===== config.mk =====
export PLATFORM = sky130hd
export DESIGN_NAME = uart_mmio
export DESIGN_NICKNAME = d
export VERILOG_FILES = /design/src/rtl/uart_mmio.sv
export SDC_FILE = /design/constraint.sdc
export NUM_CORES = 1
export LEC_CHECK = 0
export CAP_MARGIN = 40
export CORE_AREA = 10 10 121 123
export DETAILED_ROUTE_END_ITERATION = 10
export DIE_AREA = 0 0 131 133
export HOLD_SLACK_MARGIN = 0.12
export PLACE_DENSITY = 0.78
export SYNTH_ARGS = -nofsm -noshare
export SYNTH_HDL_FRONTEND = slang
export SYNTH_SLANG_ARGS = --single-unit

===== constraint.sdc =====
create_clock -name clk -period 4.15 [get_ports clk]
set_input_delay 0.415 -clock clk [delete_from_list [all_inputs] [get_ports clk]]
set_output_delay 0.415 -clock clk [all_outputs]
set_load 0.01 [all_outputs]

===== src/rtl/uart_mmio.sv =====
// uart_mmio: memory-mapped 8N1 UART with a TX FIFO, a one-entry RX holding register and a level irq.
// Define UART_RX_EN to build the receive path; without it rxd is ignored and RX status reads as empty.
module uart_mmio #(
  parameter int unsigned XLEN      = 32,
  parameter int unsigned TX_DEPTH  = 8,
  parameter logic [15:0] DIV_RESET = 16'd868
) (
  input  logic            clk,
  input  logic            rst_n,
  input  logic            req,
  input  logic            we,
  input  logic [11:0]     addr,
  input  logic [XLEN-1:0] wdata,
  output logic [XLEN-1:0] rdata,
  output logic            rvalid,
  output logic            txd,
  input  logic            rxd,
  output logic            irq
);
  localparam int unsigned PW = $clog2(TX_DEPTH);
  localparam int unsigned CW = PW + 1;
  localparam int unsigned DW = 16;

  typedef enum logic [1:0] {S_IDLE, S_START, S_DATA, S_STOP} state_t;

  logic [9:0] off;
  logic       wr, rd;
  assign off = addr[11:2];
  assign wr  = req & we;
  assign rd  = req & ~we;

  logic [DW-1:0] div_q;
  logic          txe_ie_q;
  logic          rx_valid, rx_overrun, rxv_ie;
  logic [7:0]    rx_byte;
  logic          unused_bits;

  // Control registers; DIV is clamped so half-bit RX timing stays non-zero
  always_ff @(posedge clk or negedge rst_n) begin
    if (!rst_n) begin
      div_q    <= DIV_RESET;
      txe_ie_q <= 1'b0;
    end else if (wr) begin
      if (off == 10'd3) div_q <= (wdata[DW-1:0] < DW'(2)) ? DW'(2) : wdata[DW-1:0];
      if (off == 10'd4) txe_ie_q <= wdata[0];
    end
  end

  logic [7:0]    fifo_mem [TX_DEPTH];
  logic [PW-1:0] wr_ptr_q, rd_ptr_q;
  logic [CW-1:0] count_q;
  logic          fifo_empty, tx_full, tx_push, tx_pop, tx_empty;

  assign fifo_empty = (count_q == '0);
  assign tx_full    = (count_q == CW'(TX_DEPTH));
  // A pop in the same cycle frees a slot, so a full FIFO still accepts the push
  assign tx_push    = wr && (off == 10'd0) && (!tx_full || tx_pop);

  always_ff @(posedge clk) begin
    if (tx_push) fifo_mem[wr_ptr_q] <= wdata[7:0];
  end

  always_ff @(posedge clk or negedge rst_n) begin
    if (!rst_n) begin
      wr_ptr_q <= '0;
      rd_ptr_q <= '0;
      count_q  <= '0;
    end else begin
      if (tx_push) wr_ptr_q <= wr_ptr_q + PW'(1);
      if (tx_pop)  rd_ptr_q <= rd_ptr_q + PW'(1);
      case ({tx_push, tx_pop})
        2'b10:   count_q <= count_q + CW'(1);
        2'b01:   count_q <= count_q - CW'(1);
        default: ;
      endcase
    end
  end

  state_t        tx_state_q, tx_state_d;
  logic [DW-1:0] tx_cnt_q, tx_cnt_d;
  logic [2:0]    tx_bit_q, tx_bit_d;
  logic [7:0]    tx_shift_q, tx_shift_d;
  logic          txd_d;

  always_ff @(posedge clk or negedge rst_n) begin
    if (!rst_n) begin
      tx_state_q <= S_IDLE;
      tx_cnt_q   <= '0;
      tx_bit_q   <= '0;
      tx_shift_q <= '0;
      txd        <= 1'b1;
    end else begin
      tx_state_q <= tx_state_d;
      tx_cnt_q   <= tx_cnt_d;
      tx_bit_q   <= tx_bit_d;
      tx_shift_q <= tx_shift_d;
      txd        <= txd_d;
    end
  end

  // TX sequencer; the bit counter reloads from DIV at every bit boundary
  always_comb begin
    tx_state_d = tx_state_q;
    tx_cnt_d   = tx_cnt_q - DW'(1);
    tx_bit_d   = tx_bit_q;
    tx_shift_d = tx_shift_q;
    txd_d      = txd;
    tx_pop     = 1'b0;
    case (tx_state_q)
      S_IDLE: begin
        tx_cnt_d = '0;
        txd_d    = 1'b1;
        if (!fifo_empty) begin
          tx_pop     = 1'b1;
          tx_shift_d = fifo_mem[rd_ptr_q];
          tx_cnt_d   = div_q - DW'(1);
          txd_d      = 1'b0;
          tx_state_d = S_START;
        end
      end
      S_START: begin
        if (tx_cnt_q == '0) begin
          tx_state_d = S_DATA;
          tx_bit_d   = '0;
          tx_cnt_d   = div_q - DW'(1);
          txd_d      = tx_shift_q[0];
        end
      end
      S_DATA: begin
        if (tx_cnt_q == '0) begin
          tx_cnt_d = div_q - DW'(1);
          if (tx_bit_q == 3'd7) begin
            tx_state_d = S_STOP;
            txd_d      = 1'b1;
          end else begin
            tx_bit_d   = tx_bit_q + 3'd1;
            tx_shift_d = {1'b0, tx_shift_q[7:1]};
            txd_d      = tx_shift_q[1];
          end
        end
      end
      S_STOP: begin
        if (tx_cnt_q == '0) begin
          if (!fifo_empty) begin
            tx_pop     = 1'b1;
            tx_shift_d = fifo_mem[rd_ptr_q];
            tx_cnt_d   = div_q - DW'(1);
            txd_d      = 1'b0;
            tx_state_d = S_START;
          end else begin
            tx_state_d = S_IDLE;
            txd_d      = 1'b1;
          end
        end
      end
      default: tx_state_d = S_IDLE;
    endcase
  end

  assign tx_empty = fifo_empty && (tx_state_q == S_IDLE);

`ifdef UART_RX_EN
  logic [1:0]    rx_sync_q;
  logic          rx_s, rx_prev_q, rx_load;
  state_t        rx_state_q, rx_state_d;
  logic [DW-1:0] rx_cnt_q, rx_cnt_d;
  logic [2:0]    rx_bit_q, rx_bit_d;
  logic [7:0]    rx_shift_q, rx_shift_d;
  logic          rx_valid_q, rx_overrun_q, rxv_ie_q;
  logic [7:0]    rx_byte_q;

  assign rx_s = rx_sync_q[1];

  always_ff @(posedge clk or negedge rst_n) begin
    if (!rst_n) begin
      rx_sync_q  <= 2'b11;
      rx_prev_q  <= 1'b1;
      rx_state_q <= S_IDLE;
      rx_cnt_q   <= '0;
      rx_bit_q   <= '0;
      rx_shift_q <= '0;
    end else begin
      rx_sync_q  <= {rx_sync_q[0], rxd};
      rx_prev_q  <= rx_s;
      rx_state_q <= rx_state_d;
      rx_cnt_q   <= rx_cnt_d;
      rx_bit_q   <= rx_bit_d;
      rx_shift_q <= rx_shift_d;
    end
  end

  // RX sequencer: half-bit wait rejects start glitches, then one sample per bit period
  always_comb begin
    rx_state_d = rx_state_q;
    rx_cnt_d   = rx_cnt_q - DW'(1);
    rx_bit_d   = rx_bit_q;
    rx_shift_d = rx_shift_q;
    rx_load    = 1'b0;
    case (rx_state_q)
      S_IDLE: begin
        rx_cnt_d = '0;
        if (rx_prev_q && !rx_s) begin
          rx_state_d = S_START;
          rx_cnt_d   = {1'b0, div_q[DW-1:1]} - DW'(1);
        end
      end
      S_START: begin
        if (rx_cnt_q == '0) begin
          rx_cnt_d   = div_q - DW'(1);
          rx_bit_d   = '0;
          rx_state_d = rx_s ? S_IDLE : S_DATA;
        end
      end
      S_DATA: begin
        if (rx_cnt_q == '0) begin
          rx_cnt_d   = div_q - DW'(1);
          rx_shift_d = {rx_s, rx_shift_q[7:1]};
          rx_bit_d   = rx_bit_q + 3'd1;
          if (rx_bit_q == 3'd7) rx_state_d = S_STOP;
        end
      end
      S_STOP: begin
        if (rx_cnt_q == '0) begin
          rx_load    = rx_s;
          rx_state_d = S_IDLE;
        end
      end
      default: rx_state_d = S_IDLE;
    endcase
  end

  // Holding register: a new byte beats a concurrent RXDATA read and is not an overrun
  always_ff @(posedge clk or negedge rst_n) begin
    if (!rst_n) begin
      rx_byte_q    <= '0;
      rx_valid_q   <= 1'b0;
      rx_overrun_q <= 1'b0;
      rxv_ie_q     <= 1'b0;
    end else begin
      if (rx_load) begin
        rx_byte_q  <= rx_shift_q;
        rx_valid_q <= 1'b1;
      end else if (rd && off == 10'd1) begin
        rx_valid_q <= 1'b0;
      end
      if (rx_load && rx_valid_q && !(rd && off == 10'd1)) rx_overrun_q <= 1'b1;
      else if (rd && off == 10'd2)                          rx_overrun_q <= 1'b0;
      if (wr && off == 10'd4) rxv_ie_q <= wdata[1];
    end
  end

  assign rx_valid    = rx_valid_q;
  assign rx_overrun  = rx_overrun_q;
  assign rx_byte     = rx_byte_q;
  assign rxv_ie      = rxv_ie_q;
  assign unused_bits = ^{wdata[XLEN-1:DW], addr[1:0]};
`else
  assign rx_valid    = 1'b0;
  assign rx_overrun  = 1'b0;
  assign rx_byte     = '0;
  assign rxv_ie      = 1'b0;
  assign unused_bits = ^{wdata[XLEN-1:DW], addr[1:0], rxd};
`endif

  logic [XLEN-1:0] rdata_c;

  always_comb begin
    rdata_c = '0;
    case (off)
      10'd0: rdata_c[XLEN-1] = tx_full;
      10'd1: begin
        rdata_c[XLEN-1] = ~rx_valid;
        rdata_c[7:0]    = rx_valid ? rx_byte : 8'h00;
      end
      10'd2: rdata_c[3:0]  = {rx_overrun, rx_valid, tx_full, tx_empty};
      10'd3: rdata_c[15:0] = div_q;
      10'd4: rdata_c[1:0]  = {rxv_ie, txe_ie_q};
      default: ;
    endcase
  end

  always_ff @(posedge clk or negedge rst_n) begin
    if (!rst_n) begin
      rdata  <= '0;
      rvalid <= 1'b0;
      irq    <= 1'b0;
    end else begin
      rdata  <= rd ? rdata_c : '0;
      rvalid <= rd;
      irq    <= (txe_ie_q & tx_empty) | (rxv_ie & rx_valid);
    end
  end

endmodule


* After elaboration in Yosys (flattened, before gate mapping) *
Memory sizes are Yosys's and may differ from the RTL's.
Cells that the tools add are included.

operators by class
  $add $sub $neg = 7
  order comparisons = 1
  equal/unequal tests = 17
  multiplexer cells = 40
  bitwise gates (word level) = 4
  reduce and logical (&&, ||, !) cells = 19

operators by type and width
  cell                                                                           number
  16-bit two-way mux                                                             5
  16-bit one-hot mux with 3 select lines                                         1
  8-bit two-way mux                                                              5
  32-bit two-way mux                                                             1
  16-bit by 1-bit subtractor with 16-bit output, second input constant           2
  8-bit one-hot mux with 3 select lines                                          1
  10-bit by 2-bit equality test with 1-bit output, second input constant         2
  16-bit zero test                                                               1
  16-bit by 2-bit less-than comparator with 1-bit output, second input constant  1
  2-bit two-way mux                                                              6
  2-bit inequality test, second input constant                                   6
  10-bit by 1-bit equality test with 1-bit output, second input constant         1
  10-bit by 3-bit equality test with 1-bit output, second input constant         1
  10-bit zero test                                                               1
  1-bit two-way mux                                                              10
  3-bit by 1-bit adder with 3-bit output, second input constant                  3
  3-bit two-way mux                                                              3
  2-bit one-hot mux with 4 select lines                                          1
  4-bit one-hot mux with 2 select lines                                          1
  4-bit AND reduction                                                            2
  2-bit equality test, second input constant                                     3
  2-bit one-hot mux with 3 select lines                                          1
  3-bit one-hot mux with 2 select lines                                          1
  5-bit AND reduction                                                            1
  20 further kinds                                                               28

storage, ports and cells
  flip-flop bits (word level) = 91
  memory bits (writable) = 64
  output and inout port bits = 35
  word-level logic and storage cells = 102
  memories kept = 1

memory list
  memory    words  width  rd ports  clocked after memory_dff  write ports  RTL line  text
  fifo_mem  8      8      1         0                         1            49        logic [7:0] fifo_mem [TX_DEPTH];

* Depth between registers and ports, before layout *
  depth in word-level cells = 8
  depth in mapped cells = 15

* Worst setup path after synthesis *
Ideal clock, no wire load.

  path type = register -> register
  from = register tx_state_q[0]
  to = register count_q[3]
  setup time = 0.072 ns
  arrival = 2.937 ns
  setup slack = 1.142 ns
  stages on the path, launching flop included = 16
  path buffers = 2
  cells stage by stage = dfrtp_1 > inv_1 > ha_1 > clkbuf_1 > inv_1 > and3_1 > a31o_1 > buf_6 > nand2_1 > inv_1 > ha_1 > a21o_1 > a2111oi_0 > and4_1 > nor4b_1 > nor2_1

between the ends
  cells in the longest elaborated chain, start to end = 6
  elaborated cells on any way between the ends = 9

ends and longest elaborated chain
  item                                                                                   RTL line  text
  start: declaration                                                                     79        state_t tx_state_q, tx_state_d;
  start signal: assignment                                                               93        tx_state_q <= tx_state_d;
  2-bit equality test or 2-bit zero test (tied branches)                                 109       case (tx_state_q)
  1-bit one-hot mux with 2 select lines *                                                109
  1-bit logical OR                                                                       57        assign tx_push = wr && (off == 10'd0) && (!tx_full || tx_pop);
  1-bit logical AND                                                                      57
  2-bit by 1-bit equality test with 1-bit output or 2-bit equality test (tied branches)  71        case ({tx_push, tx_pop})
  4-bit one-hot mux with 2 select lines or 2-bit nonzero test (tied branches)            --
  end signal: assignment                                                                 72        2'b10: count_q <= count_q + CW'(1);
  end signal: assignment                                                                 73        2'b01: count_q <= count_q - CW'(1);
  end: declaration                                                                       51        logic [CW-1:0] count_q;

Mark *: on every way between the ends. The rest lies on a longest branch, timed or not.
A chain may end at the register's enable or synchronous reset.

* Worst setup path in the final report *
  from = input addr[7]
  to = register count_q[3]

between the ends
  cells in the longest elaborated chain, start to end = 5
  elaborated cells on any way between the ends = 7

ends and longest elaborated chain
  item                                                                                   RTL line  text
  start: declaration                                                                     12        input logic [11:0] addr,
  10-bit zero test *                                                                     57
  1-bit logical AND * (2 in a row)                                                       57
  2-bit by 1-bit equality test with 1-bit output or 2-bit equality test (tied branches)  71
  4-bit one-hot mux with 2 select lines or 2-bit nonzero test (tied branches)            --

Marks and branches as above.

==> impl_metrics.tcl <==
set metrics [dict create \
    drtPass1Iterations 4 \
    antenna_cells 0 \
    core_area_sq_mm 0.0124 \
    met1_usage_pct 21.9 \
    fmaxAchievable_ghz 0.311 \
    syn_inst 495 \
    grt_max_degree 46 \
    met3_usage_pct 5.23 \
    max_cap_violations 0 \
    critPathLaunchType "input port" \
    grt_overflow 0 \
    wl_per_cell_um 19.3 \
    setup_viol 0 \
    r2r_start "tx_state_q[0]" \
    slew_violations 0 \
    wl_mm 14.3 \
    power_density_mw_per_mm2 627 \
    synth_seq_cells 140 \
    io_buffers 49 \
    layout-drive-gt1-share_pct 18.4 \
    hp-start "tx_shift_q[5]" \
    cts_tree "built" \
    fp.dieH_um 133 \
    yosysSeqAreaShare_pct 58.1 \
    htreeDepth 4 \
    critPathRequiredTime_ns 4.50 \
    grt_pass1_wl_mm 23.2 \
    yosys_most_used_dff "dfrtp_1" \
    hold_end "tx_shift_q[5]" \
    p_leak_nw 3.17 \
    hold_path_depth 1 \
    clk_latency_ns 0.43 \
    ys_warn_count 0 \
    vias_per_cell 5.74 \
    cp_max_fo 8 \
    drtIter0Drc 242 \
    num_vias 4267 \
    start_util_pct 53.4 \
    antenna_found_initial 0 \
    finalCriticalPeriod_ns 3.22 \
    fillers 932 \
    grt-busiest-layer "met2" \
    synth.top_cells.by_count "dfrtp_1 (70), edfxtp_1 (64), nand2_1 (32), mux2_2 (25), xnor2_1 (21)" \
    status "completed" \
    use_met2_pct 27.1 \
    tightest_slew_ns 0.835 \
    crit_path_end_kind "register" \
    postSynthAreaPerCell_sq_um 13.3 \
    finalHoldViolCount 0 \
    ys_types 64 \
    hold_class "register to register" \
    yosysTopAreaCellShare_pct 29.1 \
    synth_edf_count 64 \
    fp-row-count 41 \
    rr_endpoint "count_q[3]" \
    relSlewSlack_pct 44.1 \
    root_buffer "clkbuf_16" \
    syn_to_final_growth_pct 20.2 \
    finalHoldWorstSlack_ns 0.513 \
    nets 623 \
    die_w_um 131 \
    grt_pass1_vias 4386 \
    antenna_left 0 \
    ir_drop_v 0.000399 \
    netlist_area_sq_mm 0.00660 \
    gp_congestion 0.845 \
    clkTransAtPathRegs_ns 0.06 \
    cts_made_buffers 17 \
    arrival_ns 3.57 \
    cts.sinks 140 \
    hpwl_mm 9.79 \
    rrSetupSlack_ns 0.99 \
    die-area_sq_mm 0.0174 \
    synth_largest_area_cell "edfxtp_1" \
    synth.area.top_cells "edfxtp_1 (29%), dfrtp_1 (27%), mux4_2 (5.5%)" \
    ff2ff_path_depth 13 \
    rsz0062_at_grt "false" \
    yosysMostFrequentCell "dfrtp_1" \
    ios 84 \
    drc 0 \
    clock_skew_ns 0.00889 \
    tns_ns 0 \
    async_flop_share_pct 54.3 \
    min_period_over_period_pct 77.5 \
    groute.usage.overall_pct 17.4 \
    cts.path.max_buffers 2 \
    postCtsSetupBuffers 0 \
    crit_type "input port to register" \
]
[state kept, by name, summed over array words and instances, names as in the netlist, 2 cells and up]
| signal | cells |
|---|---|
| count_q | 4 |
| wr_ptr_q | 3 |
| tx_bit_q | 3 |
| rdata | 17 |
| tx_shift_q | 8 |
| tx_state_q | 2 |
| div_q | 16 |
| fifo_mem | 64 |
| tx_cnt_q | 16 |
| rd_ptr_q | 3 |
[report_power, final]
part / switching, W / internal [W] / total, W / leakage (nW)
logic: 0.000809 / 0.000754 / 0.00156 / 1.30
clock network: 0.000626 / 0.000967 / 0.00159 / 0.303
registers: 0.000217 / 0.00160 / 0.00182 / 1.56
[cell families (layout without fill, tap and decap cells)]
logic type	Yosys count	after routing	share of synthesized area, %
xor gates and xnor gates	33	33	4.38
DFF	140	140	58.1
adders and majority gates	15	15	2.96
buffers and inverters	44	107	3.57
muxes	56	56	12.2
other	1	15	0.0568
AOI/OAI and AO/OA	65	65	6.68
and+or+nand+nor	141	141	12.1
[through the flow]
step	area [sq um]	utilization, %	total power [W]	cells	setup WS (ns)
global placement	7230	58.4	0.00328	707	0.717
detailed placement	7290	59.0	0.00339	710	0.570
CTS	7920	64.1	0.00500	743	1.02
finish	7930	64.1	0.00497	744	0.932
global route	7930	64.1	0.00525	744	0.653
floorplan	6650	-	0.00300	509	1.14
[layout by cell type (no fill, tap or decap), types with 3 or more instances in the layout]
cell,Yosys,routed
o22ai_1,17,17
a21oi_1,6,6
edfxtp_1,64,64
and3_1,6,6
and2_1,17,17
nor2_1,17,17
nor4_1,13,13
o31ai_1,3,3
inv_8,0,3
nand2_1,32,32
mux2i_1,13,13
nand3_1,3,3
inv_1,13,13
mux4_2,16,16
nand4_1,5,5
mux2_2,25,25
inv_6,0,7
clkdlybuf4s50_1,0,48
conb_1,1,15
dfrtp_1,70,70
and4_1,3,3
bufinv_16,0,3
o21ai_0,17,17
ha_1,14,14
nor3_1,19,19
xnor2_1,21,21
dfstp_2,6,6
a211o_1,3,3
nand2b_1,6,6
buf_4,15,11
xor2_1,12,12
clkbuf_16,0,17
[routing by layer]
metal | part of all wire, % | vias to the layer above | routed length [um]
met5 | 0 | - | 0
met4 | 1.9 | 0 | 276
met3 | 7.0 | 30 | 1010
met2 | 50 | 135 | 7120
met1 | 41 | 2155 | 5940
li1 | - | 1947 | -
[what timing repair did]
action                    4_1_cts  5_1_grt
hold endpoints to repair       31        0
gates resized for setup         0        0
hold buffers                    1        0
[critical path, stage by stage]
cell	delay, ns
clkdlybuf4s50_1	0.40
nor4_1	0.63
nand4_1	0.44
nand2_1	0.23
inv_1	0.08
ha_1	0.27
a21o_1	0.18
a2111oi_0	0.48
and4_1	0.26
nor4b_1	0.06
nor2_1	0.13
[layout make-up]
type / count / area, sq um / area share (%)
clock buffers: 17 / 425 / 5.37
clock inverters: 15 / 196 / 2.48
inverters: 13 / 48.8 / 0.616
multi-input cells: 325 / 2580 / 32.6
flip-flops and latches: 140 / 3830 / 48.3
well taps: 172 / 215 / 2.71
repair buffers: 62 / 628 / 7.92
[worst max path at each step]
stage,depth (start not counted),endpoint,startpoint
after detailed placement,11,count_q[3],addr[7]
after global placement,11,count_q[3],addr[7]
final,11,count_q[3],addr[7]
after floorplan,15,count_q[3],tx_state_q[0]
after global routing,11,count_q[3],addr[7]
after CTS,11,count_q[3],addr[7]
Note: power is estimated with default switching activity, not from simulation.
